`src/rtl/lsu_master_if.sv`:
```
// lsu_master_if: req/ack data-memory bus between the load/store initiator and its responder.
interface lsu_master_if;
    logic        mem_req;
    logic        mem_we;
    logic [7:0]  mem_addr;
    logic [31:0] mem_wdata;
    logic        mem_ack;
    logic [31:0] mem_rdata;
    modport master(output mem_req, mem_we, mem_addr, mem_wdata, input mem_ack, mem_rdata);
    modport slave(input mem_req, mem_we, mem_addr, mem_wdata, output mem_ack, mem_rdata);
endinterface

```
`src/rtl/lsu_master.sv`:
```
// lsu_master: load/store initiator with writeback result and range checking.
// Define LSU_TIMEOUT_EN to abandon a request after TIMEOUT_CYCLES without ack.
module lsu_master #(
    parameter int TIMEOUT_CYCLES = 16
) (
    input  logic         clk,
    input  logic         rst_n,
    input  logic         go,
    input  logic [5:0]   op,
    input  logic [31:0]  alu_i,
    input  logic [31:0]  addr_i,
    lsu_master_if.master bus,
    output logic [31:0]  write_o,
    output logic         done,
    output logic         busy,
    output logic         err
);
    typedef enum logic [1:0] {IDLE, REQ, FIN} state_t;
    state_t      state_q, state_d;
    logic        mem_req_q, mem_req_d, mem_we_q, mem_we_d;
    logic        done_q, done_d, busy_q, busy_d, err_q, err_d;
    logic [7:0]  mem_addr_q, mem_addr_d;
    logic [31:0] mem_wdata_q, mem_wdata_d, write_q, write_d;
    logic        is_alu, is_jmp, is_mem, timeout;
    assign is_alu = op <= 6'd5;
    assign is_jmp = op[5:1] == 5'b10000;
    assign is_mem = op[5:1] == 5'b01000;
`ifdef LSU_TIMEOUT_EN
    localparam int CW = $clog2(TIMEOUT_CYCLES + 1);
    logic [CW-1:0] cnt_q, cnt_d;
    // An ack in the limit cycle takes priority over the timeout.
    assign timeout = !bus.mem_ack && cnt_q == CW'(TIMEOUT_CYCLES - 1);
    assign cnt_d   = (state_q == REQ && !bus.mem_ack) ? cnt_q + 1'b1 : '0;
    always_ff @(posedge clk or negedge rst_n)
        if (!rst_n) cnt_q <= '0;
        else        cnt_q <= cnt_d;
`else
    assign timeout = 1'b0;
`endif
    always_comb begin
        state_d     = state_q;
        mem_req_d   = mem_req_q;
        mem_we_d    = mem_we_q;
        mem_addr_d  = mem_addr_q;
        mem_wdata_d = mem_wdata_q;
        write_d     = write_q;
        err_d       = err_q;
        done_d      = 1'b0;
        case (state_q)
            IDLE: if (go) begin
                err_d = 1'b0;
                if (is_mem && addr_i[31:8] == 24'd0) begin
                    state_d     = REQ;
                    mem_req_d   = 1'b1;
                    mem_we_d    = !op[0];
                    mem_addr_d  = addr_i[7:0];
                    mem_wdata_d = alu_i;
                end else begin
                    state_d = FIN;
                    done_d  = 1'b1;
                    err_d   = is_mem;
                    write_d = is_alu ? alu_i : is_jmp ? addr_i : write_q;
                end
            end
            REQ: if (bus.mem_ack || timeout) begin
                state_d   = FIN;
                done_d    = 1'b1;
                mem_req_d = 1'b0;
                err_d     = !bus.mem_ack;
                write_d   = (bus.mem_ack && !mem_we_q) ? bus.mem_rdata : write_q;
            end
            default: state_d = IDLE;
        endcase
        busy_d = state_d != IDLE;
    end
    always_ff @(posedge clk or negedge rst_n) begin
        if (!rst_n) begin
            state_q     <= IDLE;
            mem_req_q   <= 1'b0;
            mem_we_q    <= 1'b0;
            mem_addr_q  <= '0;
            mem_wdata_q <= '0;
            write_q     <= '0;
            done_q      <= 1'b0;
            busy_q      <= 1'b0;
            err_q       <= 1'b0;
        end else begin
            state_q     <= state_d;
            mem_req_q   <= mem_req_d;
            mem_we_q    <= mem_we_d;
            mem_addr_q  <= mem_addr_d;
            mem_wdata_q <= mem_wdata_d;
            write_q     <= write_d;
            done_q      <= done_d;
            busy_q      <= busy_d;
            err_q       <= err_d;
        end
    end
    assign bus.mem_req   = mem_req_q;
    assign bus.mem_we    = mem_we_q;
    assign bus.mem_addr  = mem_addr_q;
    assign bus.mem_wdata = mem_wdata_q;
    assign write_o       = write_q;
    assign done          = done_q;
    assign busy          = busy_q;
    assign err           = err_q;
endmodule

```
`src/flat_wrapper.sv`:
```
// flat-port wrapper written by rule: the top's interface ports become plain ports
module lsu_master_flat 
#(
    parameter int TIMEOUT_CYCLES = 16
)
  (clk, rst_n, go, op, alu_i, addr_i, write_o, done, busy, err, bus_mem_req, bus_mem_we, bus_mem_addr, bus_mem_wdata, bus_mem_ack, bus_mem_rdata);
  lsu_master_if bus_i ();
  input  logic clk;
  input  logic rst_n;
  input  logic go;
  input  logic [5:0] op;
  input  logic [31:0] alu_i;
  input  logic [31:0] addr_i;
  output logic [31:0] write_o;
  output logic done;
  output logic busy;
  output logic err;
  output wire logic [$bits(bus_i.mem_req)-1:0] bus_mem_req;
  output wire logic [$bits(bus_i.mem_we)-1:0] bus_mem_we;
  output wire logic [$bits(bus_i.mem_addr)-1:0] bus_mem_addr;
  output wire logic [$bits(bus_i.mem_wdata)-1:0] bus_mem_wdata;
  input wire logic [$bits(bus_i.mem_ack)-1:0] bus_mem_ack;
  input wire logic [$bits(bus_i.mem_rdata)-1:0] bus_mem_rdata;
  assign bus_mem_req = bus_i.mem_req;
  assign bus_mem_we = bus_i.mem_we;
  assign bus_mem_addr = bus_i.mem_addr;
  assign bus_mem_wdata = bus_i.mem_wdata;
  assign bus_i.mem_ack = bus_mem_ack;
  assign bus_i.mem_rdata = bus_mem_rdata;
  lsu_master #(.TIMEOUT_CYCLES(TIMEOUT_CYCLES)) u_core (.clk(clk), .rst_n(rst_n), .go(go), .op(op), .alu_i(alu_i), .addr_i(addr_i), .bus(bus_i), .write_o(write_o), .done(done), .busy(busy), .err(err));
endmodule
```
`config.mk`:
```
export PLATFORM = sky130hd
export DESIGN_NAME = lsu_master_flat
export DESIGN_NICKNAME = d
export VERILOG_FILES = /design/src/rtl/lsu_master_if.sv /design/src/rtl/lsu_master.sv /design/src/flat_wrapper.sv
export SDC_FILE = /design/constraint.sdc
export NUM_CORES = 1
export LEC_CHECK = 0
export ABC_AREA = 1
export CORE_MARGIN = 5
export CORE_UTILIZATION = 45
export CTS_CLUSTER_SIZE = 14
export DETAILED_ROUTE_END_ITERATION = 16
export DONT_BUFFER_PORTS = 1
export PLACE_DENSITY_LB_ADDON = 0.15
export SLEW_MARGIN = 20
export SYNTH_ARGS = -nofsm -noshare
export SYNTH_HDL_FRONTEND = slang
export SYNTH_SLANG_ARGS = --single-unit
```
`constraint.sdc`:
```
create_clock -name clk -period 3.5 [get_ports clk]
set_clock_uncertainty 0.2 [all_clocks]
set_input_delay 0.7 -clock clk [delete_from_list [all_inputs] [get_ports clk]]
set_output_delay 0.7 -clock clk [all_outputs]
set_load 0.02 [all_outputs]
```
==> impl_metrics.py, run 1 <==
metrics = {
    "status": {
        "status": "finished clean",
    },
    "global_route": {
        "grt_pass1_wl_mm": 16.3,
        "grt_max_degree": 80,
        "grt_antenna_before_repair": 0,
        "grt_pass1_vias": 3060,
        "grt_usage_pct": 20.0,
        "grt_overflow": 0,
    },
    "yosys": {
        "synth_area_um2": 3890,
        "synth_edf_count": 0,
        "ys_types": 22,
        "yosys.cell_count.top_type": "nand2_1",
        "synth_top_cell_area_share_pct": 50.8,
        "syn-num-nets": 589,
        "synth_warnings": 0,
        "synthArstFlopShare_pct": 100,
        "synthTopCellsByCount": "195 x nand2_1, 79 x dfrtp_1, 64 x o211ai_1, 44 x nand3_1, 35 x inv_1",
        "synth_area_leaders": "dfrtp_1 51%, nand2_1 19%, o211ai_1 12%, nand3_1 5.7%, inv_1 3.4%",
        "synthFlopType": "dfrtp_1",
        "ys_seq_area_share_pct": 50.8,
        "post_synth.cell_area_avg_um2": 8.06,
        "synth_area_leader_cell": "dfrtp_1",
        "synth-seq-cells": 79,
        "syn-instance-count": 483,
    },
    "timing": {
        "slew_headroom_pct": 54.4,
        "setup_viol": 0,
        "fmax_mhz": 434,
        "finalHoldViolCount": 0,
        "holdWs_ps": 51.2,
        "rsz0062_at_grt": "false",
        "tightest_slew_ps": 683,
        "setup_ws_ps": 1190,
        "fin_crit_ps": 2310,
        "tns_ps": 0,
        "post-route-period-util_pct": 65.9,
        "slew_violations": 0,
    },
    "hold_path": {
        "hp-class": "input port to async pin",
    },
    "setup_path": {
        "arrival_ps": 2340,
        "cp-start-kind": "input port",
        "r2r-start": "u_core.state_q[0]$_DFF_PN0_",
        "rrSetupSlack_ps": 1440,
        "crit_path_end_kind": "register",
        "rr_worst_depth": 7,
        "cp.required_ps": 3540,
        "cp-startpoint": "op[3]",
        "worstPathMaxFanout": 43,
        "critPathKind": "input port to register",
        "timing.rr.end": "u_core.write_o[18]$_DFFE_PN0P_",
    },
    "cts": {
        "cts.htree.levels": 3,
        "cts_made_buffers": 9,
        "cts_num_sinks": 79,
        "cts_max_path_buffers": 2,
        "path_clk_slew_ps": 90,
        "cts-root-buf": "clkbuf_8",
        "clock_latency_ps": 330,
        "cts_tree": "built",
        "cts_resized": 0,
    },
    "detailed_routing": {
        "drcViolationCount": 0,
        "first_pass_iters": 4,
        "post_drt_wl_per_cell_um": 19.3,
        "drt-total-wl_mm": 11.2,
        "drt_iter0_drc": 156,
        "vias": 3190,
        "ant_nets": 0,
        "vias_per_cell": 5.50,
    },
    "job": {
        "max_cap_viol_count": 0,
    },
    "cells_and_area": {
        "area_delta_synth_final_pct": 5.66,
        "num-nets-final": 573,
        "num_antenna_cells": 0,
        "regArea_um2": 1980,
        "layout-drive-gt1-share_pct": 6.14,
        "post-route-util_pct": 47.9,
        "nFillCells": 858,
        "multiInputGateArea_um2": 1600,
        "final_cell_area_um2": 4110,
    },
    "die": {
        "dieArea_um2": 10600,
        "start_util_pct": 45.3,
        "fp.dieH_um": 103,
        "rows": 34,
        "core_um2": 8590,
        "top_level_ports": 183,
        "dieWidth_um": 103,
    },
    "place": {
        "port_buffers": 0,
        "placed_area_um2": 3890,
        "place.detailed.hpwl_mm": 7.81,
        "pre_cts_slack_ps": 803,
        "finalWeightedCongestion": 0.749,
    },
    "pwr": {
        "power.density_nw_per_um2": 997,
        "vdd_drop_max_uv": 587,
        "leakage_nw": 2.19,
    },
}
final cells by class:
class / count / share of cell area, %
Sequential cell: 79 / 48.1
Multi-Input combinational cell: 334 / 38.8
Clock buffer: 11 / 3.68
Inverter: 38 / 3.47
Tap cell: 108 / 3.28
Timing Repair Buffer: 5 / 1.70
Clock inverter: 5 / 1.03
layer usage:
layer / global-route usage, % / part of all wire, %
met1: 26.0 / 40
met2: 31.7 / 48
met3: 6.83 / 11
met4: 6.08 / 1.1
met5: 0 / 0
through the flow:
stage	total power, mW	std cells
floorplan	3.17	483
global placement	3.43	563
detailed placement	3.48	563
CTS	4.16	580
global route	4.40	580
finish	4.10	580
power by group:
group | total (mW) | switching (mW) | internal (mW)
Clock | 0.644 | 0.343 | 0.301
Combinational | 1.27 | 0.864 | 0.403
Sequential | 2.19 | 0.844 | 1.35
what timing repair did:
item | CTS | global route
setup buffers | 0 | 0
hold endpoints to repair | 79 | 0
hold buffers | 1 | 0
flip-flops by register name, indices dropped and copies added (netlist names):
name                  cells
u_core.state_q            2
u_core.bus.mem_wdata     32
u_core.busy               1
u_core.bus.mem_we         1
u_core.bus.mem_addr       8
u_core.done               1
u_core.err                1
u_core.write_o           32
u_core.bus.mem_req        1
cells in the final DEF, fill, tap and decap left out, types with 3 or more instances in the layout:
| cell type | instances |
|---|---|
| nand2_1 | 195 |
| dfrtp_1 | 79 |
| o211ai_1 | 64 |
| nand3_1 | 44 |
| inv_1 | 34 |
| nor2_1 | 18 |
| clkbuf_8 | 11 |
| clkinv_4 | 4 |
| inv_2 | 3 |
| buf_4 | 3 |
kinds of logic after synthesis:
kind of cell | Yosys count | synth area share [%]
AOI/OAI and AO/OA | 69 | 13.0
buffers and inverters | 70 | 8.26
DFF | 79 | 50.8
and+or+nand+nor | 265 | 27.9
worst max-delay path by stage:
stage,endpoint,slack [ps]
after floorplan,u_core.bus.mem_we$_DFFE_PN0P_,1540
after global routing,u_core.bus.mem_wdata[30]$_DFFE_PN0P_,1030
final,u_core.bus.mem_addr[1]$_DFFE_PN0P_,1190
after CTS,u_core.bus.mem_addr[1]$_DFFE_PN0P_,1180
after global placement,u_core.bus.mem_wdata[22]$_DFFE_PN0P_,870
after detailed placement,u_core.bus.mem_addr[1]$_DFFE_PN0P_,800
critical path, cell delays in order:
cell	delay, ps
or2_1	220
nor2_2	230
nand4_2	150
nand2_4	400
nand2_4	400
nand2_1	170
nand2_1	60
Power figures use the tool's default switching activity.
==> inputs of run 2 (changes only) <==
Clock period 3.5 ns to 2.2 ns, I/O delays scaled along.
==> impl_metrics.py, run 2 (synthesis gave the netlist of run 1 again) <==
metrics = {
    "timing": {
        "post-route-period-util_pct": 82.1,
        "slew_violations": 0,
        "tns_ps": 0,
        "fin_crit_ps": 1810,
        "rsz0062_at_grt": "false",
        "fmax_mhz": 554,
        "slew_headroom_pct": 67.9,
        "setup_viol": 0,
        "holdWs_ps": -416,
        "tightest_slew_ps": 480,
        "setup_ws_ps": 394,
        "finalHoldViolCount": 79,
    },
    "die": {
        "start_util_pct": 45.3,
        "core_um2": 8590,
        "top_level_ports": 183,
        "rows": 34,
        "dieWidth_um": 103,
        "dieArea_um2": 10600,
        "fp.dieH_um": 103,
    },
    "cells_and_area": {
        "nFillCells": 868,
        "num-nets-final": 581,
        "final_common_cell": "nand2_1",
        "num_antenna_cells": 0,
        "layout_common_cells": "195 x nand2_1, 79 x dfrtp_1, 64 x o211ai_1",
        "area_delta_synth_final_pct": 6.27,
        "fin_cells": 588,
        "layout-drive-gt1-share_pct": 7.29,
        "final_cell_area_um2": 4140,
        "post-route-util_pct": 48.2,
    },
    "status": {
        "violations": "negative hold slack",
        "status": "finished with violations",
    },
    "detailed_routing": {
        "ant_nets": 0,
        "vias": 3275,
        "first_pass_iters": 5,
        "drt_iter0_drc": 158,
        "vias_per_cell": 5.57,
        "drcViolationCount": 0,
        "post_drt_wl_per_cell_um": 19.2,
        "drt-total-wl_mm": 11.3,
    },
    "setup_path": {
        "cp-start-kind": "register",
        "cp.required_ps": 2280,
        "r2r-start": "u_core.state_q[0]$_DFF_PN0_",
        "worstPathMaxFanout": 16,
        "timing.rr.end": "u_core.write_o[9]$_DFFE_PN0P_",
        "rr_worst_depth": 8,
        "arrival_ps": 1890,
        "critPathKind": "register to register",
        "crit_path_end_kind": "register",
        "rrSetupSlack_ps": 390,
    },
    "pwr": {
        "leakage_nw": 2.20,
        "fin_total_pwr_mw": 6.57,
        "power.density_nw_per_um2": 1590,
        "vdd_drop_max_uv": 715,
    },
    "global_route": {
        "grt_pass1_vias": 3190,
        "grt_usage_pct": 20.8,
        "grt_max_degree": 80,
        "grt_overflow": 0,
        "grt_pass1_wl_mm": 16.9,
        "grt_antenna_before_repair": 0,
    },
    "cts": {
        "path_clk_slew_ps": 80,
        "clock_latency_ps": 340,
        "post-cts-setup-buffer-count": 0,
        "cts-root-buf": "clkbuf_8",
        "cts_num_sinks": 79,
        "cts_max_path_buffers": 2,
        "cts_hold_buf": 1,
        "cts.htree.levels": 3,
        "cts_made_buffers": 9,
        "cts_resized": 0,
        "cts_tree": "built",
    },
    "place": {
        "pre_cts_slack_ps": 232,
        "place.detailed.hpwl_mm": 8.08,
        "port_buffers": 0,
        "placed_area_um2": 3950,
        "finalWeightedCongestion": 0.785,
        "dp_cells": 571,
    },
    "hold_path": {
        "hp-class": "input port to async pin",
    },
    "job": {
        "max_cap_viol_count": 0,
    },
}
[run 2: changes by cell type in the layout (fill, tap and decap cells not counted)]
cell / before / now
clkbuf_1: 0 / 1
clkinv_4: 4 / 1
buf_4: 3 / 11
dlygate4sd3_1: 0 / 1
clkinvlp_4: 1 / 2
buf_16: 1 / 0
clkinv_2: 0 / 2
clkbuf_8: 11 / 10
[run 2: final cells by class]
type	count	area [um^2]	share of cell area [%]
Sequential cell	79	1980	47.8
Multi-Input combinational cell	334	1600	38.6
Inverter	38	143	3.45
Clock buffer	11	141	3.42
Tap cell	108	135	3.27
Timing Repair Buffer	13	113	2.72
Clock inverter	5	33.8	0.816
[run 2: power breakdown]
part	leakage [nW]	internal (mW)	switching, mW
clock network	0.0853	0.439	0.544
logic	1.13	0.725	1.38
registers	0.986	2.14	1.34
[run 2: per-layer routing]
layer / GRT usage [%] / up-vias / wire length (um)
met5: 0 / - / 0
met2: 33.7 / 152 / 5450
met1: 25.8 / 1547 / 4290
li1: - / 1561 / -
met3: 7.58 / 15 / 1370
met4: 6.87 / 0 / 175
[run 2: critical path: stages, from the launching register on]
cell and delay (ps):
dfrtp_1 400, nor2_2 230, nand2_1 150, o21ai_1 130, nand2_1 120, inv_2 70
buf_4 230, o211ai_1 130, nand2_1 80
[run 2: how the worst max path moves through the flow]
| stage | start | to |
|---|---|---|
| after floorplan | op[3] | u_core.bus.mem_we$_DFFE_PN0P_ |
| after detailed placement | op[3] | u_core.bus.mem_wdata[7]$_DFFE_PN0P_ |
| after global placement | op[3] | u_core.bus.mem_wdata[22]$_DFFE_PN0P_ |
| after global routing | u_core.state_q[0]$_DFF_PN0_ | u_core.write_o[18]$_DFFE_PN0P_ |
| after CTS | u_core.state_q[0]$_DFF_PN0_ | u_core.write_o[23]$_DFFE_PN0P_ |
| final | u_core.state_q[0]$_DFF_PN0_ | u_core.write_o[9]$_DFFE_PN0P_ |
==> inputs of run 3 (changes only) <==
Clock period 2.2 ns to 1.6 ns, I/O delays scaled along.
==> impl_metrics.py, run 3 (synthesis gave the netlist of run 1 again) <==
metrics = {
    "die": {
        "top_level_ports": 183,
        "rows": 34,
        "fp.dieH_um": 103,
        "core_um2": 8590,
        "dieArea_um2": 10600,
        "start_util_pct": 45.3,
        "dieWidth_um": 103,
    },
    "cells_and_area": {
        "final_common_cell": "nand2_1",
        "nFillCells": 734,
        "fin_cells": 688,
        "post-route-util_pct": 65.4,
        "layout-drive-gt1-share_pct": 19.5,
        "layout_common_cells": "149 x nand2_1, 78 x dfrtp_1, 74 x dlygate4sd3_1",
        "area_delta_synth_final_pct": 44.3,
        "num_antenna_cells": 0,
        "num-nets-final": 681,
    },
    "setup_path": {
        "cp-start-kind": "register",
        "cp.required_ps": 1630,
        "worstPathMaxFanout": 14,
        "cp_slowest_stage_delay_ps": 420,
        "crit_buf_inv": 4,
        "crit_path_end_kind": "register",
        "crit_chain": "inv_2, nor2_4, buf_4, inv_4, buf_8, o211ai_1, o211ai_1, nand2_1",
        "crit_slowest_cell": "dfrtp_1",
        "r2r-start": "u_core.state_q[0]$_DFF_PN0_",
        "critPathKind": "register to register",
        "cp-startpoint": "u_core.state_q[0]$_DFF_PN0_",
        "arrival_ps": 1660,
        "critPathTopFamily": "buffers and inverters",
        "cpMostUsedCell": "o211ai_1",
    },
    "cts": {
        "cts.htree.levels": 3,
        "cts_made_buffers": 9,
        "clock_latency_ps": 340,
        "cts_max_path_buffers": 2,
        "cts_tree": "built",
        "cts_num_sinks": 79,
        "path_clk_slew_ps": 80,
        "cts-root-buf": "clkbuf_8",
        "cts_hold_buf": 75,
    },
    "detailed_routing": {
        "drt_iter0_drc": 184,
        "drt-total-wl_mm": 13.9,
        "post_drt_wl_per_cell_um": 20.2,
        "vias": 3839,
        "vias_per_cell": 5.58,
        "first_pass_iters": 5,
        "ant_nets": 0,
        "drcViolationCount": 0,
    },
    "timing": {
        "post-route-period-util_pct": 102,
        "slew_violations": 0,
        "fin_crit_ps": 1640,
        "setup_viol": 25,
        "tightest_slew_ps": 330,
        "slew_headroom_pct": 78.0,
        "holdWs_ps": -543,
        "setup_ws_ps": -35.4,
        "rsz0062_at_grt": "true",
        "fmax_mhz": 611,
        "finalHoldViolCount": 79,
    },
    "status": {
        "violations": "negative hold slack, negative setup slack",
        "status": "finished with violations",
    },
    "place": {
        "port_buffers": 0,
        "finalWeightedCongestion": 0.802,
        "dp_cells": 586,
        "place.detailed.hpwl_mm": 8.55,
    },
    "global_route": {
        "grt_max_degree": 80,
        "grt_pass1_vias": 3693,
        "grt_usage_pct": 23.8,
        "grt_pass1_wl_mm": 19.1,
        "grt_overflow": 0,
        "grt_antenna_before_repair": 0,
    },
    "pwr": {
        "power.density_nw_per_um2": 2000,
        "fin_total_pwr_mw": 11.2,
        "leakage_nw": 2.80,
        "vdd_drop_max_uv": 1080,
    },
    "hold_path": {
        "hp-class": "input port to async pin",
    },
    "job": {
        "max_cap_viol_count": 0,
    },
}
[run 3: repair_timing]
action,in CTS,in global routing
hold endpoints to repair,154,79
endpoints found under the setup margin,32,77
gates cloned,1,9
pin swaps,3,35
setup buffers,3,2
resized for setup,7,80
[run 3: power breakdown]
part           internal [mW]  total, mW  switching (mW)
Sequential              2.95       4.90            1.95
Clock                  0.716       1.46           0.741
Combinational           2.27       4.88            2.61
Total                   5.93       11.2            5.31
[run 3: layer usage]
layer,vias up,share of wire [%],GRT usage (%)
met3,24,10,8.25
met1,1871,38,28.4
met5,-,0,0
met2,172,50,40.2
li1,1772,-,-
met4,0,1.9,7.57
[run 3: path summary, 6_finish.rpt]
kind | end | slack, ps | cells past startpoint
max | u_core.write_o[4]$_DFFE_PN0P_ | -40 | 8
min | u_core.write_o[23]$_DFFE_PN0P_ | -540 | 0
max reg2reg | u_core.write_o[4]$_DFFE_PN0P_ | -40 | 8
min reg2reg | u_core.bus.mem_wdata[29]$_DFFE_PN0P_ | 420 | 2
max in group asynchronous | u_core.state_q[1]$_DFF_PN0_ | 1580 | 0
min in group clk | u_core.write_o[1]$_DFFE_PN0P_ | 40 | 4
[run 3: area by class of cell]
| type | instances | area [um^2] | share of cell area [%] |
|---|---|---|---|
| Tap cell | 108 | 135 | 2.41 |
| Timing Repair Buffer | 112 | 1330 | 23.7 |
| Sequential cell | 79 | 1980 | 35.2 |
| Inverter | 38 | 154 | 2.74 |
| Clock inverter | 6 | 61.3 | 1.09 |
| Multi-Input combinational cell | 335 | 1830 | 32.5 |
| Clock buffer | 10 | 128 | 2.27 |
[run 3: metrics by stage]
step / area [um^2] / worst slack [ps] / setup TNS [ps]
2_1_floorplan: 3890 / 19.9 / 0
3_5_place_dp: 4190 / -205 / -7780
5_1_grt: 5620 / -136 / -4870
3_3_place_gp: 4190 / -166 / -6730
4_1_cts: 5180 / 4.54 / 0
6_report: 5620 / -35.4 / -497
